==> src/rtl/simd_vec_pipeline.sv <==
`default_nettype none
// ============================================================================
//  Module   : simd_vec_pipeline
//  Brief    : 3-stage (Issue/Execute/Writeback) SIMD vector core with a
//             REG_CNT x LANES x LANE_W register file, valid/ready issue,
//             RAW interlock, synchronous flush and a saturating stall counter.
//  Options  : define SIMD_VEC_FWD_EN to forward the E-stage result to the
//             issue operands and remove the hazard stall.
//  Revision : 1.0  initial release
// ============================================================================
module simd_vec_pipeline #(
  parameter int LANES    = 4,
  parameter int LANE_W   = 16,
  parameter int REG_CNT  = 16,
  parameter int SEL_BITS = 4,
  parameter int CNT_W    = 16
) (
  input  logic                      clk,
  input  logic                      rst,
  input  logic                      in_valid,
  output logic                      in_ready,
  input  logic [3:0]                in_op,
  input  logic [SEL_BITS-1:0]       in_rd,
  input  logic [SEL_BITS-1:0]       in_rs1,
  input  logic [SEL_BITS-1:0]       in_rs2,
  input  logic [LANE_W-1:0]         in_imm,
  input  logic                      flush,
  output logic                      wb_valid,
  output logic [SEL_BITS-1:0]       wb_rd,
  output logic [LANES*LANE_W-1:0]   wb_data,
  output logic                      illegal,
  output logic [CNT_W-1:0]          stall_cnt
);

  localparam int DW   = LANES * LANE_W;
  localparam int SH_W = $clog2(LANE_W);

  localparam logic [3:0] OP_VADD  = 4'd1;
  localparam logic [3:0] OP_VSUB  = 4'd2;
  localparam logic [3:0] OP_VMUL  = 4'd3;
  localparam logic [3:0] OP_VAND  = 4'd4;
  localparam logic [3:0] OP_VOR   = 4'd5;
  localparam logic [3:0] OP_VXOR  = 4'd6;
  localparam logic [3:0] OP_VSHL  = 4'd7;
  localparam logic [3:0] OP_VSHR  = 4'd8;
  localparam logic [3:0] OP_VLDI  = 4'd9;
  localparam logic [3:0] OP_VADDI = 4'd10;

  function automatic logic uses_rs1(input logic [3:0] op);
    return ((op >= OP_VADD) && (op <= OP_VSHR)) || (op == OP_VADDI);
  endfunction

  function automatic logic uses_rs2(input logic [3:0] op);
    return (op >= OP_VADD) && (op <= OP_VXOR);
  endfunction

  // NOP and the undefined opcodes never update the register file
  function automatic logic writes_rf(input logic [3:0] op);
    return (op >= OP_VADD) && (op <= OP_VADDI);
  endfunction

  logic [DW-1:0]       rf [REG_CNT];

  logic                e_valid;
  logic                e_we;
  logic [3:0]          e_op;
  logic [SEL_BITS-1:0] e_rd;
  logic [DW-1:0]       e_a;
  logic [DW-1:0]       e_b;
  logic [LANE_W-1:0]   e_imm;
  logic [DW-1:0]       e_result;

  logic                w_we;
  logic [DW-1:0]       op_a;
  logic [DW-1:0]       op_b;
  logic                hazard;
  logic                accept;

  // Operand read: register file, overridden by W write-through, then E forward
  always_comb begin
    op_a = rf[in_rs1];
    op_b = rf[in_rs2];
    if (wb_valid && w_we && (wb_rd == in_rs1)) op_a = wb_data;
    if (wb_valid && w_we && (wb_rd == in_rs2)) op_b = wb_data;
`ifdef SIMD_VEC_FWD_EN
    if (e_valid && e_we && (e_rd == in_rs1)) op_a = e_result;
    if (e_valid && e_we && (e_rd == in_rs2)) op_b = e_result;
`endif
  end

`ifdef SIMD_VEC_FWD_EN
  assign hazard = 1'b0;
`else
  // Only E can conflict: W is covered by write-through
  assign hazard = e_valid && e_we &&
                  ((uses_rs1(in_op) && (e_rd == in_rs1)) ||
                   (uses_rs2(in_op) && (e_rd == in_rs2)));
`endif

  assign in_ready = rst && !hazard;
  assign accept   = in_valid && in_ready;

  // Lane-wise execute ALU; NOP and undefined opcodes yield zero
  for (genvar i = 0; i < LANES; i++) begin : g_lane
    logic [LANE_W-1:0] a;
    logic [LANE_W-1:0] b;
    logic [LANE_W-1:0] r;
    assign a = e_a[i*LANE_W +: LANE_W];
    assign b = e_b[i*LANE_W +: LANE_W];

    // Per-lane operation select
    always_comb begin
      r = '0;
      case (e_op)
        OP_VADD:  r = a + b;
        OP_VSUB:  r = a - b;
        OP_VMUL:  r = a * b;
        OP_VAND:  r = a & b;
        OP_VOR:   r = a | b;
        OP_VXOR:  r = a ^ b;
        OP_VSHL:  r = a << e_imm[SH_W-1:0];
        OP_VSHR:  r = a >> e_imm[SH_W-1:0];
        OP_VLDI:  r = e_imm;
        OP_VADDI: r = a + e_imm;
        default:  r = '0;
      endcase
    end

    assign e_result[i*LANE_W +: LANE_W] = r;
  end

  // Issue -> Execute register; flush drops both E and any same-cycle accept
  always_ff @(posedge clk or negedge rst) begin
    if (!rst) begin
      e_valid <= 1'b0;
      e_we    <= 1'b0;
      e_op    <= '0;
      e_rd    <= '0;
      e_a     <= '0;
      e_b     <= '0;
      e_imm   <= '0;
    end else begin
      e_valid <= accept && !flush;
      e_we    <= accept && !flush && writes_rf(in_op);
      if (accept) begin
        e_op  <= in_op;
        e_rd  <= in_rd;
        e_a   <= op_a;
        e_b   <= op_b;
        e_imm <= in_imm;
      end
    end
  end

  // Execute -> Writeback register
  always_ff @(posedge clk or negedge rst) begin
    if (!rst) begin
      wb_valid <= 1'b0;
      w_we     <= 1'b0;
      wb_rd    <= '0;
      wb_data  <= '0;
    end else begin
      wb_valid <= e_valid && !flush;
      w_we     <= e_valid && e_we && !flush;
      wb_rd    <= e_rd;
      wb_data  <= e_result;
    end
  end

  // Register file write from W; a flush at this edge suppresses it
  always_ff @(posedge clk or negedge rst) begin
    if (!rst) begin
      for (int k = 0; k < REG_CNT; k++) rf[k] <= '0;
    end else if (wb_valid && w_we && !flush) begin
      rf[wb_rd] <= wb_data;
    end
  end

  // Sticky undefined-opcode flag
  always_ff @(posedge clk or negedge rst) begin
    if (!rst) begin
      illegal <= 1'b0;
    end else if (accept && !flush && (in_op > OP_VADDI)) begin
      illegal <= 1'b1;
    end
  end

  // Saturating count of cycles where a request was held off
  always_ff @(posedge clk or negedge rst) begin
    if (!rst) begin
      stall_cnt <= '0;
    end else if (in_valid && !in_ready && (stall_cnt != '1)) begin
      stall_cnt <= stall_cnt + 1'b1;
    end
  end

endmodule
`default_nettype wire

==> config.mk <==
export PLATFORM = sky130hd
export DESIGN_NAME = simd_vec_pipeline
export DESIGN_NICKNAME = d
export VERILOG_FILES = /design/src/rtl/simd_vec_pipeline.sv
export SDC_FILE = /design/constraint.sdc
export NUM_CORES = 2
export LEC_CHECK = 0
export ABC_AREA = 1
export BUFFER_PORTS_ARGS = -buffer_cell sky130_fd_sc_hd__buf_4
export CORE_MARGIN = 5
export CORE_UTILIZATION = 59
export CTS_CLUSTER_SIZE = 28
export DETAILED_ROUTE_END_ITERATION = 10
export PLACE_DENSITY = 0.78
export RECOVER_POWER = 100
export SLEW_MARGIN = 20
export SYNTH_ARGS = -nofsm -noshare
export SYNTH_HDL_FRONTEND = slang
export SYNTH_SLANG_ARGS = --single-unit
==> constraint.sdc <==
create_clock -name clk -period 5.7 [get_ports clk]
set_input_delay 0.855 -clock clk [delete_from_list [all_inputs] [get_ports clk]]
set_output_delay 0.855 -clock clk [all_outputs]
set_load 0.005 [all_outputs]
# ---- Word level (Yosys, flattened, before mapping)
# Index checks and enable logic that the tools add are counted.
# Widths: inputs -> output; s select.
dict set report word_totals {
  reg_bits 1265
  latchBits 0
  ramBits 0
  rom_bits 0
  output_inout_bits 87
  wordCells 135
  memories 0
}
dict set report op_classes {
  n_addsub 13
  mul 4
  div 0
  n_lt_le_gt_ge 9
  n_eq_ne 16
  n_shift 8
  n_mux 15
  n_bitwise 15
  reduce_logical 26
}
# cell n
set op_table {}
lappend op_table {{$bwmux 1024} 1}
lappend op_table {{$pmux 16 s10} 4}
lappend op_table {{$bmux 64 s4} 2}
lappend op_table {{$mux 64} 7}
lappend op_table {{$demux 64 s4} 1}
lappend op_table {{$add 16x16->16} 8}
lappend op_table {{$and 16x16->16} 4}
lappend op_table {{$mul 16x16->16} 4}
lappend op_table {{$or 16x16->16} 4}
lappend op_table {{$shl 16x4->16} 4}
lappend op_table {{$shr 16x4->16} 4}
lappend op_table {{$sub 16x16->16} 4}
lappend op_table {{$xor 16x16->16} 4}
lappend op_table {{$logic_and 1x1->1} 21}
lappend op_table {{$add 16x1->16 const B} 1}
lappend op_table {{$eq 4x3->1 const B} 4}
lappend op_table {{$eq 4x4->1} 4}
lappend op_table {{$eq 4x4->1 const B} 4}
lappend op_table {{$ne 16x16->1 const B} 1}
lappend op_table {{$ge 5x5->1 const B} 3}
lappend op_table {{$not 4->5} 3}
lappend op_table {{$eq 4x2->1 const B} 2}
lappend op_table {{$le 4x4->1 const B} 2}
lappend op_table {{$lt 5x1->1 const B} 1}
lappend op_table {{other kinds (6)} 9}

# ---- Depth between registers and ports, before layout
dict set report depth {
  word_depth 11
  ltp_mapped 30
}

# ---- Least setup slack after synthesis
# Ideal clock, no wire load.
dict set report synth_path {
  kind {register to register}
  start {reg e_b[49]}
  end {reg wb_data[62]}
  setup_time_ns 0.128
  arrival_time_ns 5.219
  required_ns 5.572
  slack_ns 0.354
  stages_incl_launch_ff 25
  path_buffers 2
  period_less_slack_ns 5.346
  cell_sequence {dfrtp_1 clkbuf_1 clkbuf_1 nand2_1 fa_1 fa_1 fa_1 fa_1 inv_1 fa_1 inv_1 fa_1 inv_1 ha_1 nand2_1 nor3_1 nand3_1 nand3_1 nand2_1 nand2_1 nand2_1 nand2_1 a21oi_1 o21ai_0 nand3_1}
}
dict set report synth_between {
  elab_chain_len 2
}
# element line_no
set synth_lines {}
lappend synth_lines {{start, declared} 69} ;# logic [DW-1:0] e_b;
lappend synth_lines {{start signal, assigned} 149} ;# e_b <= op_b;
lappend synth_lines {{$mul 16x16->16 (tied with other cells)} 117} ;# OP_VMUL: r = a * b;
lappend synth_lines {{$pmux 16 s10 (*)} 114} ;# case (e_op)
lappend synth_lines {{via g_lane[3].r[14]} 107} ;# logic [LANE_W-1:0] r;
lappend synth_lines {{end signal, assigned} 166} ;# wb_data <= e_result;
lappend synth_lines {{end, declared} 30} ;# output logic [LANES*LANE_W-1:0] wb_data,
# Mark *: on every way through the listed nets, which the timed path passes. The rest lies on a longest branch.
# A chain may end at the register's enable or synchronous reset.

# ---- Final worst setup path
dict set report layout_path {
  start {reg e_op[3]}
  end {reg wb_data[20]}
}
dict set report layout_between {
  elab_chain_len 2
}
# element line_no
set layout_lines {}
lappend layout_lines {{start, declared} 66} ;# logic [3:0] e_op;
lappend layout_lines {{start signal, assigned} 146} ;# e_op <= in_op;
lappend layout_lines {{$eq 4x4->1 (tied with other cells)} 114}
lappend layout_lines {{$pmux 16 s10 (*)} 114}
lappend layout_lines {{via g_lane[1].r[4]} 107}
# Marks and branches as above.

==> summary.txt <==
Worst setup path
  – Critical Path Sink Type: flip-flop
  – CP max stage delay: between 1 and 1.5 ns
  – Worst setup SP type: flip-flop
  – Crit path kind: reg -> reg
  – Reg2reg setup slack: -0.02 ns
  – Critical path, cell by cell: nor2_1, nand2_1, clkinvlp_2, clkbuf_1, a211oi_1, o21ai_0, a21oi_1, o211ai_1
  – Slowest cell on crit path: a211oi_1
  – Worst Path Arrival: about 6.4 ns
  – CP Max Fanout: 32
  – Worst EP required: between 6 and 7 ns

STA
  – Fmax: between 150 and 200 MHz
  – Setup WS post-layout: -0.02452 ns
  – Worst slew margin: -146.5%
  – Fin crit period: between 5 and 6 ns
  – Worst slew pin tran: between 3 and 4 ns
  – Period utilisation layout: 100.4%
  – Final Max Tran Viols: 1896
  – Final Setup Violations: 1
  – Setup TNS: -0.02452 ns
  – Final Hold Viols: 0
  – Clock skew: ~0.043 ns

Logic synthesis
  – Register area share after synthesis: about a third
  – Adder-cell area share of the yosys netlist: a little under an eighth
  – Largest family of logic cells by synthesized area: compound AO/OA/AOI/OAI gates
  – XOR/XNOR Fraction of Synth Area: 0.6732%
  – Mean Syn Cell Area: 7.108 um^2
  – Unique masters post-synth: between 60 and 70
  – Synth Area in Compound Gates: about 23%
  – Yosys top cell area share: 33.33%
  – Synth top area cells: dfrtp_1 33%, nand2_1 12%, o21ai_0 12%
  – Ys Warns: 0
  – Post-Synth Simple-Gate Area: 19.56%
  – Mapped Nets: ~14000
  – Cells after synthesis: 13362
  – Yosys top cell by area: dfrtp_1
  – Async SR Flop Fraction: 100.0%
  – Ys flop type: dfrtp_1
  – Cell area after synthesis: 94980 um^2
  – Yosys reg bits: 1265
  – Mux share of post-synthesis cell area: 0.09485%
  – Post-synth EDFFs: 0

Route
  – Wirelength per Cell: 25.51 um
  – DRC Markers: 0
  – Drt first pass iters: 9
  – Post-Route WL: roughly 390000 um
  – Routed via count: ~98000
  – Post-DR vias/cell: 6.432
  – Initial DRC count: about 16000
  – Routed Antenna Nets: 0

Floorplanning
  – Core area: around 160000 um^2
  – Die ar.: about 170000 um^2
  – IO Pins: 123
  – Die Height: about 410 um
  – Die width: 411.2 um
  – Initial Util: 59.22%
  – # rows: between 100 and 150

GRT
  – Number of global-route vias before repair: 93238
  – GRT Total Usage: 44.84%
  – First-pass GRT wire length: between 500000 and 600000 um
  – Grt ovf: 0
  – Initial antenna violation count: 23
  – Largest net degree at the start of global routing: between 200 and 250

Power and ir drop
  – Pwr/cell area: approximately 330 nW/um^2
  – Final Power: approximately 34 mW
  – Max rail drop VDD: 0.3506 mV
  – Leakage power: ~50 nW

Place
  – Gpl congestion: about 1.1
  – IO Port Bufs: between 100 and 150
  – Setup WS pre-CTS: between 0.2 and 0.25 ns
  – HPWL after DPL: about 260000 um

CTS
  – Root Driver: clkbuf_16
  – Clk sinks: 1265
  – CTS tree: yes
  – Skew-Pair Late Insertion Delay: 0.83 ns
  – H-tree depth: 4
  – Reg clk slew, reported paths: roughly 0.060 ns
  – Clock Path Buffers: 3
  – Total CTS buffers: between 100 and 150

Flow run
  – Number of max-cap violations: 36

Status
  – Failing checks: capacitance limit, slew limit, setup timing
  – Status: complete, but fails checks

Final layout
  – Most common cell after layout, fill and taps aside: nand2_1
  – NumNets Final: between 10000 and 15000
  – Synth-to-layout area growth: 7.473%
  – Layout cell share with drive strength beyond 1: under 10%
  – Multi-input gate area: 52630 um^2
  – Most frequent cells in the layout: 3118 x nand2_1, 2322 x o21ai_0, 1686 x inv_1
  – Fill count: 14171
  – Storage cell area: ~32000 um^2

Min path
  – Worst hold path class: in -> reg
==> critical path, delay by kind of cell (launching register included) <==
kind,cells,cell delay (ns)
AO/OA/AOI/OAI,4,2.11
buffers and inverters,2,1.44
AND/OR/NAND/NOR,2,1.03
flip-flops,1,0.92
==> metrics by stage <==
step / utilization, % / instances / instance area, um^2 / hold WS [ns]
3_5_place_dp: 60.72 / 14946 / 97390 / 0.4147
4_1_cts: 63.88 / 15208 / 102500 / 0.1859
2_1_floorplan: - / 13362 / 94980 / 0.3929
6_report: 63.64 / 15225 / 102100 / 0.2279
3_3_place_gp: 60.72 / 14946 / 97390 / 0.4112
5_1_grt: 63.62 / 15208 / 102000 / 0.2165
==> metal layers <==
| layer | vias up | routed length, um | global-route usage, % |
|---|---|---|---|
| met5 | - | 113 | 0 |
| met4 | 16 | 25640 | 24.37 |
| met3 | 1522 | 56350 | 16.13 |
| met2 | 7073 | 160000 | 64.10 |
| met1 | 46326 | 146300 | 59.40 |
| li1 | 42992 | - | - |
==> area by class of cell <==
| class | instances | area share (%) |
|---|---|---|
| tap | 2160 | 2.648 |
| clock buffer | 198 | 4.068 |
| sequential | 1265 | 31.03 |
| antenna | 17 | 0.04168 |
| inverter | 1714 | 6.334 |
| multi-input combinational | 9356 | 51.56 |
| clock inverter | 63 | 0.8777 |
| timing repair buffer | 452 | 3.443 |
==> synth_stat cells (20+ instances only) <==
master and number:
a211oi_1 30, a21oi_1 1008, a22oi_1 59, buf_1 67, buf_2 264, buf_6 21
clkbuf_1 665, dfrtp_1 1265, fa_1 324, ha_1 389, inv_1 1691, inv_2 20
nand2_1 3117, nand3_1 896, nand4_1 43, nor2_1 344, nor3_1 41, o2111ai_1 30
o211ai_1 395, o21a_1 25, o21ai_0 2191, o21ai_1 199, or2_2 27, xnor2_1 33
xor2_1 40
==> repair_timing <==
item	CTS	global route
setup buffers	0	0
hold buffers	1	0
gates resized for setup	0	11
hold endpoints to repair	45	0
endpoints found under the setup margin	0	4
==> flip-flops by register name (all words and copies together), names as in the netlist, 4 cells and up <==
register and cells:
rf 1024, e_a 64, stall_cnt 16, e_imm 16, e_op 4, wb_rd 4
e_b 64, wb_data 64, e_rd 4
==> logic make-up after synthesis <==
| logic type | after synthesis |
|---|---|
| and+or+nand+nor | 4532 |
| adders and majority gates | 713 |
| AOI/OAI and AO/OA | 4029 |
| buffers and inverters | 2741 |
| xor gates and xnor gates | 73 |
| DFF | 1265 |
| muxes | 9 |
==> final timing paths <==
path                                startpoint                     to  depth (start not counted)
setup / recovery           e_op[3]$_DFFE_PN0P_  wb_data[20]$_DFF_PN0_                          8
hold / removal                        in_rd[1]    e_rd[1]$_DFFE_PN0P_                          3
setup reg to reg           e_op[3]$_DFFE_PN0P_  wb_data[20]$_DFF_PN0_                          8
hold reg to reg            e_rd[3]$_DFFE_PN0P_     wb_rd[3]$_DFF_PN0_                          0
max in group asynchronous                  rst    e_a[54]$_DFFE_PN0P_                          4
min in group asynchronous                  rst   rf[1002]$_DFFE_PN0P_                          2
==> power by group <==
part | internal (mW) | total [mW] | switching [mW]
clock network | 5.87 | 10.1 | 4.21
registers | 9.37 | 10.5 | 1.14
logic | 4.12 | 13.3 | 9.23
total | 19.4 | 33.9 | 14.6
Note: power is estimated with default switching activity, not from simulation.
